File: config.mk
export PLATFORM = sky130hd
export DESIGN_NAME = hnf_snp_ctl_flat
export DESIGN_NICKNAME = d
export VERILOG_FILES = /design/src/rtl/hnf_pkg.sv /design/src/rtl/hnf_snp_ctl_if.sv /design/src/rtl/hnf_snp_timeout.sv /design/src/rtl/hnf_snp_ctl.sv /design/src/flat_wrapper.sv
export SDC_FILE = /design/constraint.sdc
export NUM_CORES = 1
export LEC_CHECK = 0
export ABC_AREA = 0
export CORE_ASPECT_RATIO = 1.4
export CORE_MARGIN = 2
export CORE_UTILIZATION = 37
export DETAILED_ROUTE_END_ITERATION = 8
export GPL_TIMING_DRIVEN = 0
export PLACE_DENSITY = 0.83
export SETUP_SLACK_MARGIN = 0.2
export SLEW_MARGIN = 20
export SYNTH_ARGS = -nofsm -noshare
export SYNTH_HDL_FRONTEND = slang
export SYNTH_SLANG_ARGS = --single-unit
File: constraint.sdc
create_clock -name clock -period 2.2 [get_ports clock]
set_input_delay 0.44 -clock clock [delete_from_list [all_inputs] [get_ports clock]]
set_output_delay 0.44 -clock clock [all_outputs]
set_load 0.01 [all_outputs]
File: src/rtl/hnf_pkg.sv
// hnf_pkg: CHI flit layouts, opcodes and snoop-filter state encodings shared by the HN-F snoop path.
package hnf_pkg;
  localparam int TXNID_W = 8;
  localparam int NODEID_W = 7;
  localparam int OPCODE_W = 7;
  localparam int ADDR_W = 48;
  localparam int CHI_CACHE_STATE_W = 2;
  localparam logic [OPCODE_W-1:0] OP_ReadShared = 7'h01;
  localparam logic [OPCODE_W-1:0] OP_ReadUnique = 7'h07;
  localparam logic [OPCODE_W-1:0] OP_WriteBackFull = 7'h1B;
  localparam logic [OPCODE_W-1:0] OP_SnpShared = 7'h01;
  localparam logic [OPCODE_W-1:0] OP_SnpUnique = 7'h07;
  localparam logic [OPCODE_W-1:0] OP_SnpResp = 7'h01;
  localparam logic [OPCODE_W-1:0] OP_SnpRespData = 7'h02;
  localparam logic [CHI_CACHE_STATE_W-1:0] SF_I = 2'd0;
  localparam logic [CHI_CACHE_STATE_W-1:0] SF_SC = 2'd1;
  localparam logic [CHI_CACHE_STATE_W-1:0] SF_UC = 2'd2;
  localparam logic [CHI_CACHE_STATE_W-1:0] SF_UD = 2'd3;
  typedef struct packed {
    logic [OPCODE_W-1:0] opcode;
    logic [ADDR_W-1:0] addr;
    logic [NODEID_W-1:0] srcid;
    logic [TXNID_W-1:0] txnid;
  } reqflit_t;
  typedef struct packed {
    logic [OPCODE_W-1:0] opcode;
    logic [ADDR_W-4:0] addr;
    logic [NODEID_W-1:0] srcid;
    logic [NODEID_W-1:0] tgtid;
    logic [NODEID_W-1:0] fwdnid;
    logic [TXNID_W-1:0] txnid;
  } snpflit_t;
  typedef struct packed {
    logic [OPCODE_W-1:0] opcode;
    logic [2:0] resp;
    logic [NODEID_W-1:0] srcid;
    logic [NODEID_W-1:0] tgtid;
    logic [TXNID_W-1:0] txnid;
  } rspflit_t;
  function automatic logic is_supported(input logic [OPCODE_W-1:0] op);
    return op == OP_ReadUnique || op == OP_ReadShared;
  endfunction
endpackage

File: src/rtl/hnf_snp_ctl_if.sv
// hnf_snp_ctl_if: POCQ request, SF lookup, TXSNP/RXRSP and completion signals around the snoop issuer.
interface hnf_snp_ctl_if #(parameter int RNF_W = 3);
  import hnf_pkg::*;
  reqflit_t req_in;
  logic req_in_valid;
  logic req_in_ready;
  logic sf_hit;
  logic [CHI_CACHE_STATE_W-1:0] sf_hit_state;
  logic [RNF_W-1:0] sf_owner;
  snpflit_t snp_out;
  logic snp_out_valid;
  logic snp_out_ready;
  rspflit_t snp_rsp;
  logic snp_rsp_valid;
  logic done_valid;
  logic [TXNID_W-1:0] done_txnid;
  logic done_need_mem;
  logic done_dirty;
  logic done_err;
  logic sf_upd_valid;
  logic [CHI_CACHE_STATE_W-1:0] sf_upd_state;
  logic [RNF_W-1:0] sf_upd_id;
  modport slave (
    input req_in, req_in_valid, sf_hit, sf_hit_state, sf_owner, snp_out_ready, snp_rsp, snp_rsp_valid,
    output req_in_ready, snp_out, snp_out_valid, done_valid, done_txnid, done_need_mem, done_dirty,
      done_err, sf_upd_valid, sf_upd_state, sf_upd_id
  );
  modport master (
    output req_in, req_in_valid, sf_hit, sf_hit_state, sf_owner, snp_out_ready, snp_rsp, snp_rsp_valid,
    input req_in_ready, snp_out, snp_out_valid, done_valid, done_txnid, done_need_mem, done_dirty,
      done_err, sf_upd_valid, sf_upd_state, sf_upd_id
  );
endinterface

File: src/rtl/hnf_snp_timeout.sv
// hnf_snp_timeout: saturating 16-bit wait counter; expired marks the last permitted wait cycle.
module hnf_snp_timeout #(
  parameter int unsigned LIMIT = 1023
) (
  input  logic clock,
  input  logic reset,
  input  logic clr,
  input  logic en,
  output logic expired
);
  logic [15:0] cnt_q, cnt_d;
  always_comb cnt_d = clr ? '0 : (en && cnt_q != '1) ? cnt_q + 16'd1 : cnt_q;
  // the wait therefore spans exactly LIMIT cycles
  assign expired = en && cnt_q >= 16'(LIMIT - 1);
  always_ff @(posedge clock) cnt_q <= reset ? '0 : cnt_d;
endmodule

File: src/rtl/hnf_snp_ctl.sv
// hnf_snp_ctl: HN-F snoop issuer; turns a POCQ request plus SF lookup into one CHI snoop and a completion.
module hnf_snp_ctl
  import hnf_pkg::*;
#(
  parameter logic [NODEID_W-1:0] HNF_ID = '0,
  parameter int RNF_W = 3,
  parameter int unsigned TIMEOUT_CYC = 1023
) (
  input logic clock,
  input logic reset,
  hnf_snp_ctl_if.slave bus
);
  localparam logic [1:0] S_IDLE = 2'd0, S_SNP = 2'd1, S_WAIT = 2'd2, S_DONE = 2'd3;
  logic [1:0] state_q, state_d;
  reqflit_t req_q, req_d;
  logic [RNF_W-1:0] owner_q, owner_d, req_id;
  logic hit_q, hit_d, unsup_q, unsup_d, err_q, err_d, need_q, need_d, dirty_q, dirty_d;
  logic in_hit, in_unsup, match, expired, in_snp, in_done, upd;
  assign in_hit = bus.sf_hit && bus.sf_hit_state != SF_I;
  assign in_unsup = !is_supported(bus.req_in.opcode);
  assign req_id = req_q.srcid[RNF_W-1:0];
  assign match = state_q == S_WAIT && bus.snp_rsp_valid && bus.snp_rsp.txnid == req_q.txnid &&
                 (bus.snp_rsp.opcode == OP_SnpResp || bus.snp_rsp.opcode == OP_SnpRespData) &&
                 bus.snp_rsp.srcid == NODEID_W'(owner_q);
  hnf_snp_timeout #(.LIMIT(TIMEOUT_CYC)) u_tmo (
    .clock(clock),
    .reset(reset),
    .clr(state_q == S_SNP),
    .en(state_q == S_WAIT && !match),
    .expired(expired)
  );
  always_comb begin
    state_d = state_q;
    req_d = req_q;
    owner_d = owner_q;
    hit_d = hit_q;
    unsup_d = unsup_q;
    err_d = err_q;
    need_d = need_q;
    dirty_d = dirty_q;
    case (state_q)
      S_IDLE: if (bus.req_in_valid) begin
        req_d = bus.req_in;
        owner_d = bus.sf_owner;
        hit_d = in_hit;
        unsup_d = in_unsup;
        err_d = in_unsup;
        need_d = !in_unsup;
        dirty_d = 1'b0;
        state_d = (in_unsup || !in_hit || bus.sf_owner == bus.req_in.srcid[RNF_W-1:0]) ? S_DONE : S_SNP;
      end
      S_SNP: state_d = bus.snp_out_ready ? S_WAIT : S_SNP;
      S_WAIT: if (match) begin
        state_d = S_DONE;
        dirty_d = bus.snp_rsp.resp[2];
        need_d = bus.snp_rsp.opcode == OP_SnpResp;
      end else if (expired) begin
        state_d = S_DONE;
        err_d = 1'b1;
        need_d = 1'b1;
      end
      default: state_d = S_IDLE;
    endcase
  end
  always_ff @(posedge clock) state_q <= reset ? S_IDLE : state_d;
  always_ff @(posedge clock) begin
    req_q <= req_d;
    owner_q <= owner_d;
    hit_q <= hit_d;
    unsup_q <= unsup_d;
    err_q <= err_d;
    need_q <= need_d;
    dirty_q <= dirty_d;
  end
  // every output is forced low while reset is held, even mid-transaction
  assign in_snp = state_q == S_SNP && !reset;
  assign in_done = state_q == S_DONE && !reset;
  assign upd = in_done && !unsup_q;
  assign bus.req_in_ready = state_q == S_IDLE && !reset;
  assign bus.snp_out_valid = in_snp;
  assign bus.snp_out = in_snp ? snpflit_t'{
    opcode: req_q.opcode == OP_ReadUnique ? OP_SnpUnique : OP_SnpShared,
    addr: req_q.addr[ADDR_W-1:3],
    srcid: HNF_ID,
    tgtid: NODEID_W'(owner_q),
    fwdnid: req_q.srcid,
    txnid: req_q.txnid
  } : '0;
  assign bus.done_valid = in_done;
  assign bus.done_txnid = in_done ? req_q.txnid : '0;
  assign bus.done_need_mem = in_done && need_q;
  assign bus.done_dirty = in_done && dirty_q;
  assign bus.done_err = in_done && err_q;
  assign bus.sf_upd_valid = upd;
  assign bus.sf_upd_state = !upd ? SF_I : req_q.opcode == OP_ReadUnique ? (dirty_q ? SF_UD : SF_UC) : SF_SC;
  assign bus.sf_upd_id = !upd ? '0 : (req_q.opcode == OP_ReadShared && hit_q) ? owner_q : req_id;
endmodule

File: src/flat_wrapper.sv
// flat-port wrapper written by rule: the top's interface ports become plain ports
module hnf_snp_ctl_flat import hnf_pkg::*;
#(
  parameter logic [NODEID_W-1:0] HNF_ID = '0,
  parameter int RNF_W = 3,
  parameter int unsigned TIMEOUT_CYC = 1023
)
  (clock, reset, bus_req_in, bus_req_in_valid, bus_sf_hit, bus_sf_hit_state, bus_sf_owner, bus_snp_out_ready, bus_snp_rsp, bus_snp_rsp_valid, bus_req_in_ready, bus_snp_out, bus_snp_out_valid, bus_done_valid, bus_done_txnid, bus_done_need_mem, bus_done_dirty, bus_done_err, bus_sf_upd_valid, bus_sf_upd_state, bus_sf_upd_id);
  hnf_snp_ctl_if #(.RNF_W(RNF_W)) bus_i ();
  input logic clock;
  input logic reset;
  input wire logic [$bits(bus_i.req_in)-1:0] bus_req_in;
  input wire logic [$bits(bus_i.req_in_valid)-1:0] bus_req_in_valid;
  input wire logic [$bits(bus_i.sf_hit)-1:0] bus_sf_hit;
  input wire logic [$bits(bus_i.sf_hit_state)-1:0] bus_sf_hit_state;
  input wire logic [$bits(bus_i.sf_owner)-1:0] bus_sf_owner;
  input wire logic [$bits(bus_i.snp_out_ready)-1:0] bus_snp_out_ready;
  input wire logic [$bits(bus_i.snp_rsp)-1:0] bus_snp_rsp;
  input wire logic [$bits(bus_i.snp_rsp_valid)-1:0] bus_snp_rsp_valid;
  output wire logic [$bits(bus_i.req_in_ready)-1:0] bus_req_in_ready;
  output wire logic [$bits(bus_i.snp_out)-1:0] bus_snp_out;
  output wire logic [$bits(bus_i.snp_out_valid)-1:0] bus_snp_out_valid;
  output wire logic [$bits(bus_i.done_valid)-1:0] bus_done_valid;
  output wire logic [$bits(bus_i.done_txnid)-1:0] bus_done_txnid;
  output wire logic [$bits(bus_i.done_need_mem)-1:0] bus_done_need_mem;
  output wire logic [$bits(bus_i.done_dirty)-1:0] bus_done_dirty;
  output wire logic [$bits(bus_i.done_err)-1:0] bus_done_err;
  output wire logic [$bits(bus_i.sf_upd_valid)-1:0] bus_sf_upd_valid;
  output wire logic [$bits(bus_i.sf_upd_state)-1:0] bus_sf_upd_state;
  output wire logic [$bits(bus_i.sf_upd_id)-1:0] bus_sf_upd_id;
  assign bus_i.req_in = bus_req_in;
  assign bus_i.req_in_valid = bus_req_in_valid;
  assign bus_i.sf_hit = bus_sf_hit;
  assign bus_i.sf_hit_state = bus_sf_hit_state;
  assign bus_i.sf_owner = bus_sf_owner;
  assign bus_i.snp_out_ready = bus_snp_out_ready;
  assign bus_i.snp_rsp = bus_snp_rsp;
  assign bus_i.snp_rsp_valid = bus_snp_rsp_valid;
  assign bus_req_in_ready = bus_i.req_in_ready;
  assign bus_snp_out = bus_i.snp_out;
  assign bus_snp_out_valid = bus_i.snp_out_valid;
  assign bus_done_valid = bus_i.done_valid;
  assign bus_done_txnid = bus_i.done_txnid;
  assign bus_done_need_mem = bus_i.done_need_mem;
  assign bus_done_dirty = bus_i.done_dirty;
  assign bus_done_err = bus_i.done_err;
  assign bus_sf_upd_valid = bus_i.sf_upd_valid;
  assign bus_sf_upd_state = bus_i.sf_upd_state;
  assign bus_sf_upd_id = bus_i.sf_upd_id;
  hnf_snp_ctl #(.HNF_ID(HNF_ID), .RNF_W(RNF_W), .TIMEOUT_CYC(TIMEOUT_CYC)) u_core (.clock(clock), .reset(reset), .bus(bus_i));
endmodule
# [Yosys cells after proc, flatten, opt, wreduce, memory -nomap -nowiden]
# Cells that the tools add are included.
[totals] in_bits=113 register_bits=96
[op_classes] magnitude_cmp=1 reduce_logical=34 n_addsub=1 n_mux=24 n_eq_ne=18
[ops] op="$mux 81" n=1
[ops] op="$eq 7x1->1 const B" n=3
[ops] op="$add 16x1->16 const B" n=1
[ops] op="$ge 16x10->1 const B" n=1
[ops] op="$logic_and 1x1->1" n=16
[ops] op="$ne 16x16->1 const B" n=1
[ops] op="$eq 7x3->1 const B" n=2
[ops] op="$mux 2" n=7
[ops] op="$mux 3" n=3
[ops] op="$eq 8x8->1" n=1
[ops] op="$mux 1" n=8
[ops] op="$mux 8" n=1
[ops] op="$eq 7x2->1 const B" n=1
[ops] op="$eq 7x3->1" n=1
[ops] op="$pmux 1 s2" n=3
[ops] op="$pmux 2 s3" n=1
[ops] op="$reduce_and 3->1" n=2
[ops] op="$logic_not 1->1" n=5
[ops] op="$eq 2x2->1 const B" n=2
[ops] op="$logic_or 1x1->1" n=4
[ops] op="$ne 2x1->1 const B" n=2
[ops] op="$ne 2x2->1 const B" n=2
[ops] op="$reduce_and 2->1" n=2
[ops] op="$reduce_and 4->1" n=1
[ops] op="other kinds (6)" n=7

# [Logic depth before layout (Yosys ltp)]
# Gate-level depths: netlist of the first run.
[depth] ltp_word=11 ltp_mapped=7

# [Cells and area by module]
# Synthesis of the first run repeated with hierarchy kept, for this count alone.
[unflattened] hier_cells=354 area_unflattened_um2=4280.4
[by_module_without_submodules] mod="hnf_snp_ctl" n_inst=1 area_each_um2=3417.0 cells_each=252
[by_module_without_submodules] mod="hnf_snp_timeout" n_inst=1 area_each_um2=863.3 cells_each=102

# [Worst setup path before layout of the first run]
# Ideal clock, no wire load.
[synth_timing] kind="register to register" startpoint="reg u_core.state_q[1]" endpoint="reg u_core.hit_q, enable pin" synth_period_minus_slack_ps=2461 required_time_ps=1774 slack_ps=-261 t_arrival_ps=2035 path_stages_with_launch=5 cell_sequence="dfxtp_1 -> buf_4 -> nor2_1 -> nand2_1 -> inv_1"
[synth_via] elab_chain_cells=2
[synth_rtl] item="start, declared" line_no="hnf_snp_ctl.sv:14" source="logic [1:0] state_q, state_d;"
[synth_rtl] item="start signal, assigned" line_no="hnf_snp_ctl.sv:65" source="always_ff @(posedge clock) state_q <= reset ? S_IDLE : state_d;"
[synth_rtl] item="$logic_not 2->1" line_no="hnf_snp_ctl.sv:41" source="case (state_q)"
[synth_rtl] item="$reduce_and 2->1 (no source line)"
[synth_rtl] item="end signal, assigned" line_no="hnf_snp_ctl.sv:69" source="hit_q <= hit_d;"
[synth_rtl] item="end, declared" line_no="hnf_snp_ctl.sv:17" source="logic hit_q, hit_d, unsup_q, unsup_d, err_q, err_d, need_q, need_d, dirty_q, dirty_d;"
# No other way between the ends.
# A chain may end at the register's enable or synchronous reset.

# [Worst setup path in the final report of the first run]
[layout_timing] startpoint="reg u_core.req_q[69] (netlist name)" endpoint="out bus_sf_upd_id[1]"
[layout_via] elab_chain_cells=4
[layout_rtl] item="start, declared" line_no="hnf_snp_ctl.sv:15" source="reqflit_t req_q, req_d;"
[layout_rtl] item="start signal, assigned" line_no="hnf_snp_ctl.sv:67" source="req_q <= req_d;"
[layout_rtl] item="$eq 7x1->1" line_no="hnf_snp_ctl.sv:96" source="assign bus.sf_upd_id = !upd ? '0 : (req_q.opcode == OP_ReadShared && hit_q) ? owner_q : req_id;"
[layout_rtl] item="$logic_and 1x1->1" line_no="hnf_snp_ctl.sv:96"
[layout_rtl] item="$mux 3 (2 in a row)" line_no="hnf_snp_ctl.sv:96"
[layout_rtl] item="end, declared" line_no="flat_wrapper.sv:30" source="output wire logic [$bits(bus_i.sf_upd_id)-1:0] bus_sf_upd_id;"
# No other way between the ends.

==> results of run 1 <==
[metrics by stage]
step | cell area [µm²] | worst slack [ps] | hold slack [ps]
2_1_floorplan | 4436 | 224.1 | 446.5
3_5_place_dp | 6501 | -909.2 | 501.5
5_1_grt | 7921 | -195.8 | 554.1
6_report | 7921 | -130.3 | 531.1
4_1_cts | 7218 | -12.17 | 508.7
3_3_place_gp | 6481 | -847.2 | 466.9
[worst reg2reg max path, stage by stage (launching register included)]
cell and delay (ps):
dfxtp_2 320, buf_6 130, buf_6 110, buf_12 90, nor4b_4 280, nand4_1 200, or4_4 520, buf_6 170
nand3_4 60, mux2_4 300
[sequential cells by signal (all words and copies together), names as in the netlist]
signal              flops
u_core.req_id           3
u_core.dirty_q          1
u_core.err_q            1
u_core.owner_q          3
u_core.state_q          2
u_core.hit_q            1
u_core.u_tmo.cnt_q     16
u_core.unsup_q          1
u_core.need_q           1
u_core.req_q           64
[routing by layer]
| layer | wire (µm) | vias to the layer above |
|---|---|---|
| met5 | 0 | - |
| met4 | 747 | 0 |
| met3 | 1850 | 57 |
| met2 | 9888 | 325 |
| met1 | 6105 | 2116 |
| li1 | - | 1825 |
[layout by cell type (no fill, tap or decap), types with 3 or more instances in the layout]
master,netlist,final
nand3_1,14,8
nor3_1,5,4
inv_1,7,5
clkbuf_2,0,4
and2_1,77,8
dlymetal6s2s_1,0,7
and2_4,0,69
clkdlybuf4s50_1,0,86
nor2_1,24,18
a21oi_2,3,6
buf_4,19,36
xnor2_1,15,15
buf_8,0,11
conb_1,1,15
nand2_1,12,8
nand4_1,13,13
mux2i_1,6,6
dlygate4sd2_1,0,7
or3_1,5,4
and3_1,4,3
nand3_2,0,4
buf_12,0,3
buf_2,0,9
dfxtp_1,18,16
a21oi_1,7,3
nor2_2,0,4
nor4_1,6,4
edfxtp_1,75,75
a21o_1,3,3
buf_6,1,92
clkinvlp_4,0,4
o31ai_1,4,4
clkbuf_16,0,15
[how the worst max path moves through the flow]
stage                      startpoint  slack (ps)               end
floorplan           u_core.state_q[1]         220      u_core.hit_q
global placement                reset        -850    bus_snp_out[8]
detailed placement              reset        -910    bus_snp_out[9]
CTS                 u_core.state_q[1]         -10   bus_snp_out[46]
global route         u_core.req_q[69]        -200  bus_sf_upd_id[1]
finish               u_core.req_q[69]        -130  bus_sf_upd_id[1]
[cells by family after synthesis]
logic type               Yosys count  share of synthesized area
buffers and inverters             40                    0.05242
other                              1                  0.0008585
AO/OA/AOI/OAI                     34                    0.05414
XOR/XNOR                          16                    0.03208
multiplexers                       7                    0.01633
flip-flops                        93                     0.5981
AND/OR/NAND/NOR                  179                     0.2403
adder cells (fa/ha/maj)            2                   0.005728
[layout make-up]
cell class,count,area [µm²],share of cell area
timing repair inverter,1,7.507,0.0009477
sequential,93,2618,0.3304
clock inverter,6,62.56,0.007898
multi-input combinational,253,2001,0.2526
timing repair buffer,232,2426,0.3063
buffer,33,362.8,0.04581
inverter,7,35.03,0.004423
tap,147,183.9,0.02322
clock buffer,9,225.2,0.02843
[repair_timing]
action / 4_1_cts / 5_1_grt
endpoints found under the setup margin: 144 / 119
buffers inserted: 19 / 18
pin swaps: 30 / 64
cloned: 4 / 5
resized for setup: 475 / 158
hold buffers: 0 / 0
endpoints found under the hold margin: 0 / 0
[power by group]
| group | internal, W | total, W | leakage (nW) | switching (W) |
|---|---|---|---|---|
| sequential | 0.00206 | 0.00214 | 0.851 | 0.0000802 |
| clock | 0.000875 | 0.00159 | 0.135 | 0.000718 |
| combinational | 0.000541 | 0.000964 | 2.22 | 0.000423 |
==> flow_summary.json, run 1 <==
{
  "grt_overflow": 0,
  "grt_use_met2": 0.4324,
  "cp.arrival_ps": 1890,
  "synthFlopType": "edfxtp_1",
  "synth_seq_cells": 93,
  "min_period_ps": 2330,
  "p_leak_nw": 3.203,
  "r2r_slack_ps": -60,
  "async_reset_ff_frac": 0,
  "vias": 4323,
  "core_area_um2": 11640,
  "startpoint_type": "flop",
  "drive_gt1_frac": 0.4685,
  "vias_per_cell": 5.535,
  "hold_end": "u_core.u_tmo.cnt_q[9]",
  "area_growth_pct": 81.35,
  "globalRoute.busiestLayer": "met2",
  "rr_worst_depth": 9,
  "final_hold_viol_count": 0,
  "gp_congestion": 0.9297,
  "syn_inst": 372,
  "critPathMaxStageDelay_ps": 380,
  "outcome": "finished, violations left",
  "drtAntennaViolNets": 0,
  "relSlewSlack": 0.5356,
  "fin_skew_ps": 10.51,
  "grtUsageMet3": 0.07175,
  "critPathKind": "reg2out",
  "clock_latency_ps": 350,
  "setup_slack_ps": -130.3,
  "synth.area.top_cells": "edfxtp_1 (52%), and2_1 (11%), dfxtp_1 (8.2%)",
  "placed_cells": 720,
  "final.period_utilization": 1.059,
  "cp.required_ps": 1760,
  "netlist_area_um2": 4368,
  "synth_edf_count": 75,
  "worstHoldStart": "u_core.u_tmo.cnt_q[9]",
  "slew_viol_final": 0,
  "start_util": 0.3751,
  "yosysMostFrequentCell": "and2_1",
  "avgSynthCellArea_um2": 11.74,
  "crit_cells": 6,
  "clock_sinks": 93,
  "drt_iter0_drc": 351,
  "yosysWarnings": 0,
  "drc": 0,
  "drtPass1Iterations": 5,
  "place_hpwl_um": 9999,
  "fp.dieH_um": 132.6,
  "die_area_um2": 12700,
  "synth_seq_area_share": 0.5981,
  "setup_violations": 35,
  "crit_path_max_fanout": 3,
  "routed_wirelength_um": 18590,
  "power_w": 0.004694,
  "yosysUniqueCellTypes": 50,
  "p_per_area_nw_per_um2": 592.5,
  "clk_pin_slew_worst_paths_ps": 70,
  "cts_tree": "done",
  "yosys.area.top_type_share": 0.5156,
  "grt_max_degree": 38,
  "finalNonFillerCells": 781,
  "antenna_found_initial": 0,
  "ir_drop_v": 0.0006512,
  "cap_violations": 0,
  "use_met1": 0.2262,
  "timing.rr.start": "u_core.state_q[1]",
  "fp-row-count": 47,
  "cts_buffers": 9,
  "cts-htree-levels": 3,
  "pin_count": 214,
  "n_fill_cell": 710,
  "worst_path_max_delay_cell": "edfxtp_1",
  "worst_slew_pin_slew_ps": 696.6,
  "io_buffers": 186,
  "clock_path_buffers": 2,
  "grt_pass1_vias": 4129,
  "nets": 745,
  "die_w_um": 95.83,
  "synth_common_cells": "and2_1 (77), edfxtp_1 (75), nor2_1 (24)",
  "gr-usage-all-layers": 0.2316,
  "hp-class": "reg2reg",
  "grt_pass1_wl_um": 21990,
  "worstPathCellList": "nor4_2, and2_4, nand3_4, mux2i_1, nor2_1, buf_4",
  "failed_checks": "setup timing",
  "wl_per_cell_um": 23.80,
  "crit_path_end_kind": "output pin",
  "min_path_cells": 2,
  "num_antenna_cells": 0,
  "tns_ps": -1450,
  "root_buffer": "clkbuf_16",
  "rsz0062_at_grt": "yes",
  "fmax_mhz": 429.1,
  "crit_buf_inv": 1,
  "finish.utilization": 0.6803,
  "timing.rr.end": "u_core.u_tmo.cnt_q[8]",
  "yosys.area.top_type": "edfxtp_1",
  "cp_top_family": "simple AND/OR/NAND/NOR gates"
}
Power figures use the tool's default switching activity.
==> inputs of run 2 (changes only) <==
- GPL_ROUTABILITY_DRIVEN: default -> 0
==> run 2 against run 1 <==
  * The run still ends with setup timing left
  * Via count fell by 0.60%
  * Critical path depth increased by 2
  * Core utilization increased by 0.21 points
  * Non-clock buffer count unchanged
  * First-iteration DRC count down 0.57%
  * Final cell count is 0.13% higher
  * Hold slack got worse by 26 ps
  * Sequential share of layout area fell by 0.10 points
  * Clock skew fell by 1.5 ps
  * Critical endpoint is now u_core.u_tmo.cnt_q[15]
  * Global-route usage grew 1.7 points
==> flow_summary.json, run 2 (synthesis gave the netlist of run 1 again) <==
{
  "core_area_um2": 11640,
  "crit_path_max_fanout": 5,
  "cp.required_ps": 2470,
  "slew_viol_final": 0,
  "drc": 0,
  "io_buffers": 186,
  "p_leak_nw": 3.154,
  "p_per_area_nw_per_um2": 602.3,
  "failed_checks": "setup timing",
  "vias": 4297,
  "vias_per_cell": 5.495,
  "die_w_um": 95.83,
  "drtAntennaViolNets": 0,
  "drt_iter0_drc": 349,
  "final.period_utilization": 1.069,
  "finish.utilization": 0.6825,
  "fin_skew_ps": 8.987,
  "pin_count": 214,
  "min_path_cells": 2,
  "root_buffer": "clkbuf_16",
  "fp-row-count": 47,
  "route.met3.wl_um": 1769,
  "gr-usage-all-layers": 0.2483,
  "setup_slack_ps": -151.4,
  "largest_reg_flops": 64,
  "n_fill_cell": 675,
  "crit_path_end_kind": "flop",
  "fmax_mhz": 425.3,
  "start_util": 0.3751,
  "place_hpwl_um": 10160,
  "place_ws_ps": -919.3,
  "cts_hold_buf": 0,
  "grt_pass1_vias": 4346,
  "wl_per_cell_um": 24.38,
  "drtPass1Iterations": 5,
  "highest_layer": "met4",
  "rsz0062_at_grt": "yes",
  "grt_overflow": 0,
  "cts_tree": "done",
  "cap_violations": 0,
  "relSlewSlack": 0.5324,
  "worstPathCellList": "clkdlybuf4s50_1, xor2_1, nand4_1, or4_4, buf_6, buf_6, nand4_1, mux2i_1",
  "area_growth_pct": 81.92,
  "clk_pin_slew_worst_paths_ps": 70,
  "wl_met2_um": 9786,
  "num_antenna_cells": 0,
  "multi_input_area_um2": 2036,
  "critPathKind": "in2reg",
  "wl_met1_um": 6428,
  "worst_path_max_delay_cell": "or4_4",
  "ir_drop_v": 0.0005420,
  "clock_sinks": 93,
  "clock_latency_ps": 350,
  "setup_violations": 24,
  "min_period_ps": 2351,
  "nets": 745,
  "antenna_found_initial": 0,
  "rr_worst_depth": 7,
  "cts-htree-levels": 3,
  "critPathMaxStageDelay_ps": 520,
  "final_common_cell": "buf_6",
  "power_w": 0.004786,
  "startpoint_type": "input pin",
  "routed_wirelength_um": 19070,
  "cp.arrival_ps": 2630,
  "worst_slew_pin_slew_ps": 701.3,
  "drive_gt1_frac": 0.4756,
  "holdWs_ps": 505.0,
  "clock_path_buffers": 2,
  "die_area_um2": 12700,
  "seqCellArea_um2": 2618,
  "hp-class": "reg2reg",
  "mostFrequentLayoutCells": "buf_6 (99), clkdlybuf4s50_1 (90), edfxtp_1 (75)",
  "outcome": "finished, violations left",
  "grt_max_degree": 38,
  "cts_buffers": 9,
  "grt_pass1_wl_um": 23380,
  "reg.largest.list": "u_core.req_q: 64 flops, u_core.u_tmo.cnt_q: 16 flops",
  "largest_register": "u_core.req_q",
  "final_hold_viol_count": 0,
  "fp.dieH_um": 132.6
}
[run 2: changes by cell type in the layout (fill, tap and decap cells not counted), sizes merged]
cell           change
dlymetal6s2s       -7
clkdlybuf4s50      +4
dlygate4sd2        +3
inv                +3
buf                +2
clkbuf             -2
clkinv             -1
clkinvlp           -1
[run 2: final timing paths]
path / startpoint / to / slack [ps]
hold reg to reg: u_core.u_tmo.cnt_q[9] / u_core.u_tmo.cnt_q[9] / 500
hold / removal: u_core.u_tmo.cnt_q[9] / u_core.u_tmo.cnt_q[9] / 500
setup / recovery: bus_snp_rsp[26] / u_core.u_tmo.cnt_q[15] / -150
setup reg to reg: u_core.owner_q[0] / u_core.u_tmo.cnt_q[15] / -30
[run 2: repair_timing]
action	4_1_cts	5_1_grt
pin swaps	25	62
gates cloned	6	4
resized for setup	508	134
hold endpoints to repair	0	0
setup buffers	26	10
setup endpoints to repair	144	123
[run 2: stage by stage]
stage                     instances  setup TNS (ps)  cell area (µm²)
after floorplan                 386               0             4436
after global placement          719         -100310             6481
after detailed placement        720          -66740             6501
after CTS                       768          -56.21             7355
after global routing            782           -2149             7946
final                           782           -1518             7946
[run 2: area by class of cell]
cell class	instances	share of cell area
Tap cell	147	0.02315
Multi-Input combinational cell	253	0.2562
Inverter	7	0.003779
Buffer	33	0.04487
Timing Repair inverter	1	0.0009447
Sequential cell	93	0.3294
Timing Repair Buffer	232	0.3015
Clock buffer	9	0.02834
Clock inverter	7	0.01181
[run 2: layer usage]
metal / global-route usage / up-vias
li1: - / 1827
met1: 0.2484 / 2082
met2: 0.4510 / 312
met3: 0.08030 / 76
met4: 0.1151 / 0
met5: 0 / -
[run 2: power breakdown]
part / total [W] / switching, W / internal, W / leakage, nW
Clock: 0.00168 / 0.000769 / 0.000915 / 0.153
Combinational: 0.000961 / 0.000432 / 0.000529 / 2.15
Sequential: 0.00214 / 0.0000850 / 0.00206 / 0.851
[run 2: critical path: cells and delay by family]
family | cells | cell delay, ps
simple gates | 3 | 950
mux | 1 | 200
xor+xnor | 1 | 230
buf+inv | 3 | 800
